<file path="src/rtl/inst_buffer_if.sv">
// Fetch/dispatch-side signal bundle for inst_buffer: the push handshake, the FWFT head and the
// occupancy flags.
interface inst_buffer_if #(
    parameter int unsigned DEPTH   = 8,
    parameter int unsigned ENTRY_W = 32
);
    localparam int unsigned CntW = $clog2(DEPTH) + 1;

    logic                push_valid;
    logic [ENTRY_W-1:0]  push_entry;
    logic                push_ready;
    logic                read_enable;
    logic                head_valid;
    logic [ENTRY_W-1:0]  head_entry;
    logic [CntW-1:0]     count;
    logic                full;
    logic                almost_full;
    logic                empty;

    // Fetch and RS side: offers entries, consumes the head.
    modport master (
        output push_valid, push_entry, read_enable,
        input  push_ready, head_valid, head_entry, count, full, almost_full, empty
    );

    // Buffer side.
    modport slave (
        input  push_valid, push_entry, read_enable,
        output push_ready, head_valid, head_entry, count, full, almost_full, empty
    );
endinterface

</file>
<file path="src/rtl/inst_buffer.sv">
// Circular FIFO between fetch and dispatch. It presents the head entry first-word-fall-through and is
// flushed on take_branch.
module inst_buffer #(
    parameter int unsigned DEPTH    = 8,
    parameter int unsigned ENTRY_W  = 32,
    parameter int unsigned AF_LEVEL = 6
) (
    input  logic          clock,
    input  logic          reset,
    input  logic          take_branch,
    inst_buffer_if.slave  bus
);
    localparam int unsigned PtrW = $clog2(DEPTH);
    localparam int unsigned CntW = PtrW + 1;

    logic [ENTRY_W-1:0] mem_q [DEPTH];
    logic [PtrW-1:0]    head_q, head_d;
    logic [PtrW-1:0]    tail_q, tail_d;
    logic [CntW-1:0]    count_q, count_d;

    logic full, empty, push_fire, pop_fire;

    // Flags come only from the registered count, so read_enable has no path to push_ready.
    assign full      = (count_q == CntW'(DEPTH));
    assign empty     = (count_q == '0);
    assign push_fire = bus.push_valid && !full;
    assign pop_fire  = bus.read_enable && !empty;

    assign bus.full        = full;
    assign bus.empty       = empty;
    assign bus.almost_full = (count_q >= CntW'(AF_LEVEL));
    assign bus.count       = count_q;
    assign bus.head_valid  = !empty;
    assign bus.push_ready  = !full;
    assign bus.head_entry  = empty ? '0 : mem_q[head_q];

    always_comb begin
        head_d  = head_q;
        tail_d  = tail_q;
        count_d = count_q;
        if (take_branch) begin
            head_d  = '0;
            tail_d  = '0;
            count_d = '0;
        end else begin
            if (push_fire) tail_d = tail_q + PtrW'(1);
            if (pop_fire)  head_d = head_q + PtrW'(1);
            count_d = count_q + CntW'(push_fire) - CntW'(pop_fire);
        end
    end

    always_ff @(posedge clock) begin
        if (reset) begin
            head_q  <= '0;
            tail_q  <= '0;
            count_q <= '0;
        end else begin
            head_q  <= head_d;
            tail_q  <= tail_d;
            count_q <= count_d;
        end
    end

    // Storage carries no reset; a flushed or reset push must not land in it.
    always_ff @(posedge clock) begin
        if (push_fire && !reset && !take_branch) mem_q[tail_q] <= bus.push_entry;
    end

`ifndef SYNTHESIS
    always_ff @(posedge clock) begin
        if (!reset) begin
            assert (count_q <= CntW'(DEPTH));
            assert ((count_q == '0) == empty);
            assert (!(push_fire && full));
        end
    end
`endif
endmodule

</file>
<file path="src/flat_wrapper.sv">
// flat-port wrapper written by rule: the top's interface ports become plain ports
module inst_buffer_flat 
#(
    parameter int unsigned DEPTH    = 8,
    parameter int unsigned ENTRY_W  = 32,
    parameter int unsigned AF_LEVEL = 6
)
  (clock, reset, take_branch, bus_push_valid, bus_push_entry, bus_read_enable, bus_push_ready, bus_head_valid, bus_head_entry, bus_count, bus_full, bus_almost_full, bus_empty);
  inst_buffer_if #(.DEPTH(DEPTH), .ENTRY_W(ENTRY_W)) bus_i ();
  input  logic clock;
  input  logic reset;
  input  logic take_branch;
  input wire logic [$bits(bus_i.push_valid)-1:0] bus_push_valid;
  input wire logic [$bits(bus_i.push_entry)-1:0] bus_push_entry;
  input wire logic [$bits(bus_i.read_enable)-1:0] bus_read_enable;
  output wire logic [$bits(bus_i.push_ready)-1:0] bus_push_ready;
  output wire logic [$bits(bus_i.head_valid)-1:0] bus_head_valid;
  output wire logic [$bits(bus_i.head_entry)-1:0] bus_head_entry;
  output wire logic [$bits(bus_i.count)-1:0] bus_count;
  output wire logic [$bits(bus_i.full)-1:0] bus_full;
  output wire logic [$bits(bus_i.almost_full)-1:0] bus_almost_full;
  output wire logic [$bits(bus_i.empty)-1:0] bus_empty;
  assign bus_i.push_valid = bus_push_valid;
  assign bus_i.push_entry = bus_push_entry;
  assign bus_i.read_enable = bus_read_enable;
  assign bus_push_ready = bus_i.push_ready;
  assign bus_head_valid = bus_i.head_valid;
  assign bus_head_entry = bus_i.head_entry;
  assign bus_count = bus_i.count;
  assign bus_full = bus_i.full;
  assign bus_almost_full = bus_i.almost_full;
  assign bus_empty = bus_i.empty;
  inst_buffer #(.DEPTH(DEPTH), .ENTRY_W(ENTRY_W), .AF_LEVEL(AF_LEVEL)) u_core (.clock(clock), .reset(reset), .take_branch(take_branch), .bus(bus_i));
endmodule
</file>
<file path="config.mk">
export PLATFORM = sky130hd
export DESIGN_NAME = inst_buffer_flat
export DESIGN_NICKNAME = d
export VERILOG_FILES = /design/src/rtl/inst_buffer_if.sv /design/src/rtl/inst_buffer.sv /design/src/flat_wrapper.sv
export SDC_FILE = /design/constraint.sdc
export NUM_CORES = 1
export LEC_CHECK = 0
export CORE_MARGIN = 2
export CORE_UTILIZATION = 35
export DETAILED_ROUTE_END_ITERATION = 8
export HOLD_SLACK_MARGIN = 0.15
export PLACE_DENSITY = 0.56
export SETUP_SLACK_MARGIN = 0.02
export SLEW_MARGIN = 40
export SYNTH_ARGS = -nofsm -noshare
export SYNTH_HDL_FRONTEND = slang
export SYNTH_SLANG_ARGS = --single-unit
</file>
<file path="constraint.sdc">
create_clock -name clock -period 3.6 [get_ports clock]
set_input_delay 0.72 -clock clock [delete_from_list [all_inputs] [get_ports clock]]
set_output_delay 0.72 -clock clock [all_outputs]
set_load 0.02 [all_outputs]
</file>
Word-level counts from Yosys, hierarchy flattened
Memories as Yosys holds them, arrays and structs flattened. A register that Yosys moved wholly into a read port is not among the register bits.
Index checks and enable logic that the tools add are counted.
{"block": "totals", "register_bits": 10, "mem_bits_rw": 256, "inputBits": 37, "out_inout_bits": 41, "mem_count": 1}
{"memory": "u_core.mem_q", "depth": 8, "width": 32, "rd": 1, "rd_clocked_by_memory_dff": 1, "wr": 1, "line": "inst_buffer.sv:16", "text": "logic [ENTRY_W-1:0] mem_q [DEPTH];"}
{"block": "op_classes", "add_sub_neg": 4, "magnitude_cmp": 1, "eq_ne": 1, "muxes": 5, "reduce_logical": 10}
{"operator": "$mux 32", "n": 1}
{"operator": "$add 3x1->3 const B", "n": 2}
{"operator": "$mux 3", "n": 2}
{"operator": "$add 4x1->4", "n": 1}
{"operator": "$eq 4x4->1 const B", "n": 1}
{"operator": "$ge 4x3->1 const B", "n": 1}
{"operator": "$logic_and 1x1->1", "n": 4}
{"operator": "$logic_not 1->1", "n": 4}
{"operator": "$logic_not 4->1", "n": 1}
{"operator": "$sub 4x1->4", "n": 1}
{"operator": "$mux 1", "n": 2}
{"operator": "$reduce_or 2->1", "n": 1}

Logic depth before layout (Yosys ltp)
{"block": "depth", "word_depth": 7, "mapped_depth": 11, "depth_no_buf": 10}

Least setup slack after synthesis
OpenSTA, ideal clock, no wires.
{"block": "synth_timing", "path_kind": "flip-flop to flip-flop", "startpoint": "reg u_core.count_q[2], in the netlist u_core.bus.count[2]", "endpoint": "mem u_core.mem_q[4][0] (enable)", "setup_ns": 0.461, "arrival_time_ns": 3.896, "required_time_ns": 3.139, "path_slack_ns": -0.757, "path_stages_with_launch": 8, "n_path_buf": 1, "path_cell_list": "dfxtp_1 inv_1 ha_1 or3b_2 clkbuf_2 inv_1 or3_1 nor3_1"}
{"block": "synth_between", "elab_chain_len": 7}
{"element": "start, declared", "line": "inst_buffer.sv:19", "text": "logic [CntW-1:0] count_q, count_d;"}
{"element": "start signal, assigned", "line": "inst_buffer.sv:60", "text": "count_q <= count_d;"}
{"element": "$eq 4x4->1", "line": "inst_buffer.sv:24", "text": "assign full = (count_q == CntW'(DEPTH));"}
{"element": "$logic_not 1->1"}
{"element": "net bus_push_ready", "line": "flat_wrapper.sv:16", "text": "output wire logic [$bits(bus_i.push_ready)-1:0] bus_push_ready;"}
{"element": "$logic_and 1x1->1", "line": "inst_buffer.sv:26", "text": "assign push_fire = bus.push_valid && !full;"}
{"element": "$logic_and 1x1->1 (2 in series)", "line": "inst_buffer.sv:66", "text": "if (push_fire && !reset && !take_branch) mem_q[tail_q] <= bus.push_entry;"}
{"element": "$mux 1", "line": "inst_buffer.sv:66"}
{"element": "$mux 1 (not written as such)", "line": "inst_buffer.sv:66"}
{"element": "end, declared", "line": "inst_buffer.sv:16"}
The timed path passes the listed nets, and every way through them passes these cells.

Worst setup path after layout
{"block": "layout_timing", "startpoint": "reg u_core.count_q[2], in the netlist u_core.bus.count[2]", "endpoint": "out bus_head_entry[10]"}
{"block": "layout_between", "elab_chain_len": 2}
{"element": "$logic_not 4->1", "line": "inst_buffer.sv:25", "text": "assign empty = (count_q == '0);"}
{"element": "$mux 32", "line": "inst_buffer.sv:35", "text": "assign bus.head_entry = empty ? '0 : mem_q[head_q];"}
{"element": "end, declared", "line": "flat_wrapper.sv:18", "text": "output wire logic [$bits(bus_i.head_entry)-1:0] bus_head_entry;"}
Every way passes these cells.

==> results.yml <==
clocking:
  ctsHtreeMaxLevel: 1
  cts_root_buf: "clkbuf_16"
  cts_tree: "built"
  ctsHoldBuffers: 0
  cts_buffers: 29
  ctsLongestPathBuffers: 3
  clk_latency_ns: 0.53
  cts.reportedPaths.clkPinSlew_ns: 0.06
  cts_sinks: 269
detailed_routing:
  via_count: 4941
  drt-initial-drc-count: 350
  post_drt_wl_per_cell_um: 21.8
  via_per_inst: 5.11
  ant_nets: 0
  drcViolationCount: 0
  dr.pass1.iters: 5
  routed_wl_um: 21100
setup_path:
  required_ns: 2.88
  crit_buf_inv: 4
  critPathArrivalTime_ns: 2.75
  setup.worst_path.class: "reg2out"
  rrSetupSlack_ns: 1.25
  cpPeakStageDelay_ns: 0.63
  end_kind: "output port"
  path_max_fanout: 12
  worst_setup_path_start_kind: "flip-flop"
  crit_chain: "inv_1, ha_1, or3b_4, inv_2, nor2_4, buf_16, a22o_1, clkdlybuf4s50_1"
  slowest_stage: "clkdlybuf4s50_1"
  reg2regPathDepth: 7
  cp_num_cells: 8
  cp_top_family: "buffers and inverters"
yosys:
  ys_seq_area_share_pct: 77.4
  synth.avg_cell_area_um2: 22.2
  synth_nets: 508
  ys_warn_count: 0
  ys_types: 33
  synth-seq-cells: 269
  synth_area_um2: 10300
  syn_inst: 462
sta:
  clock.fmax_mhz: 288
  rsz0062_at_grt: "no"
  maxSlewViolCount: 0
  final.setup.tns_ns: 0
  worst_slew_pin_slew_ns: 0.464
  setup_viol: 0
  fin_crit_ns: 3.47
  period_share_pct: 96.4
  hold_violations: 0
  max-slew-margin-rel_pct: 69.0
  fin_skew_ns: 0.00917
final_layout:
  post-route-util_pct: 43.8
  multi_input_area_um2: 2220
  layout-area-overhead-vs-synth_pct: 22.7
  regArea_um2: 7960
  drive_gt1_share_pct: 23.1
  fillerInstances: 2438
  instances_no_fill: 966
  nets: 608
floorplan:
  dieArea_um2: 30700
  coreArea_um2: 28800
  die_y_um: 175
  placementRows: 62
  ioPinCount: 78
  die-width_um: 175
  initial_core_util_pct: 35.7
place:
  placed_cells_incl_taps: 913
  port_buffers: 77
  place_congestion: 0.719
  dpl.hpwl_um: 11200
min_path:
  hold_path.class: "reg2reg"
  min_path_cells: 2
pwr:
  ir_drop_mv: 0.411
  p_per_area_nw_per_um2: 658
  p_leak_uw: 0.00396
grt:
  track_usage_pct: 13.8
  grt_pass1_vias: 5262
  grt_pass1_wl_um: 31800
  antenna_found_initial: 2
  grt_max_degree: 41
  grt_overflow: 0
job:
  max-cap-violations: 0
run_status:
  status: "complete, no violations"
## per-stage QoR
stage | setup WS, ns | hold slack, ns | total power [µW] | area, µm²
floorplan | -0.757 | 0.463 | 4690 | 10300
global placement | 0.0956 | 0.472 | 5530 | 11700
detailed placement | 0.462 | 0.512 | 5710 | 11700
CTS | 0.0665 | 0.523 | 8410 | 12600
global route | 0.0270 | 0.543 | 8640 | 12600
finish | 0.128 | 0.519 | 8290 | 12600
## final timing paths
| kind | start | end |
|---|---|---|
| setup / recovery | u_core.bus.count[2]$_SDFF_PP0_ | bus_head_entry[10] |
| hold / removal | u_core.head_q[2]$_SDFFE_PP0P_ | u_core.head_q[2]$_SDFFE_PP0P_ |
| setup reg to reg | u_core.bus.count[2]$_SDFF_PP0_ | u_core.mem_q[4][4]$_DFFE_PP_ |
| hold reg to reg | u_core.head_q[2]$_SDFFE_PP0P_ | u_core.head_q[2]$_SDFFE_PP0P_ |
## cells in the final DEF (no fill, tap or decap), types with 2 or more instances in the layout
cell	count
buf_4	2
a21oi_1	9
a22o_2	2
nand2_1	4
nor2_1	4
bufinv_16	2
o21ai_0	5
dfxtp_4	2
and2_4	2
clkbuf_16	29
mux2i_1	2
dfxtp_1	11
nand3_1	6
nor3_2	2
clkbuf_1	7
dlygate4sd2_1	16
buf_12	10
buf_16	2
a22o_1	30
clkinv_1	7
ha_1	8
edfxtp_1	256
clkdlybuf4s50_1	61
nor3_4	2
or3_1	4
inv_1	10
mux4_2	64
nor2_4	5
clkinv_2	3
## registers in the layout, summed over array words and instances (netlist names), named ones only
signal / cells
u_core.mem_q: 256
u_core.bus.count: 4
u_core.head_q: 3
u_core.tail_q: 3
## cells in the mapped netlist, drive strengths merged
cell type / instances / area (µm²)
edfxtp: 256 / 7690
mux4: 64 / 1440
a22o: 32 / 283
buf: 14 / 101
dfxtp: 13 / 260
inv: 11 / 41.3
clkbuf: 10 / 40.0
a21oi: 9 / 45.0
nor2: 9 / 33.8
ha: 8 / 100
nand3: 6 / 30.0
o21ai: 5 / 25.0
nand2: 4 / 15.0
nor3: 4 / 20.0
or3: 4 / 25.0
and2: 2 / 15.0
mux2i: 2 / 20.0
or3b: 2 / 17.5
a21o: 1 / 7.51
fa: 1 / 20.0
nand3b: 1 / 7.51
o31ai: 1 / 7.51
or2: 1 / 6.26
or4: 1 / 7.51
xor2: 1 / 8.76
## cell type report
type / count / area share, %
diodes: 1 / 0.0199
inverters: 11 / 0.328
clock buffers: 36 / 5.97
clock inverters: 14 / 0.934
well taps: 384 / 3.81
repair buffers: 92 / 8.19
multi-input cells: 159 / 17.6
flip-flops and latches: 269 / 63.1
## report_power, final
| part | switching [µW] | leakage, µW | internal, µW |
|---|---|---|---|
| sequential | 33.3 | 0.00241 | 3480 |
| combinational | 1100 | 0.00113 | 973 |
| clock | 1100 | 0.000421 | 1610 |
## worst reg2reg max path, stage by stage, from the launching register on
cell and delay [ns]:
dfxtp_1 0.37, inv_1 0.09, ha_1 0.21, or3b_2 0.24, inv_1 0.10, or3_1 0.48, nor3_2 0.24, buf_12 0.29
## cells by family after synthesis
logic type / Yosys count / share of synthesized area, %
buffers and inverters: 35 / 1.78
and+or+nand+nor: 34 / 1.73
DFF: 269 / 77.4
xor gates and xnor gates: 1 / 0.0853
muxes: 66 / 14.2
AOI/OAI and AO/OA: 48 / 3.58
adders and majority gates: 9 / 1.17
## repair_timing
action / CTS / global route
cloned: 1 / 0
buffers inserted: 1 / 0
pin swaps: 2 / 0
endpoints found under the setup margin: 32 / 2
resized for setup: 18 / 1
## metal layers
metal | routed length (µm) | track usage [%] | vias to the layer above
li1 | - | - | 2147
met1 | 8830 | 18.5 | 2613
met2 | 10500 | 23.6 | 147
met3 | 1290 | 2.71 | 32
met4 | 409 | 2.95 | 2
met5 | 11 | 0 | -
(Power assumes the default switching activity.)
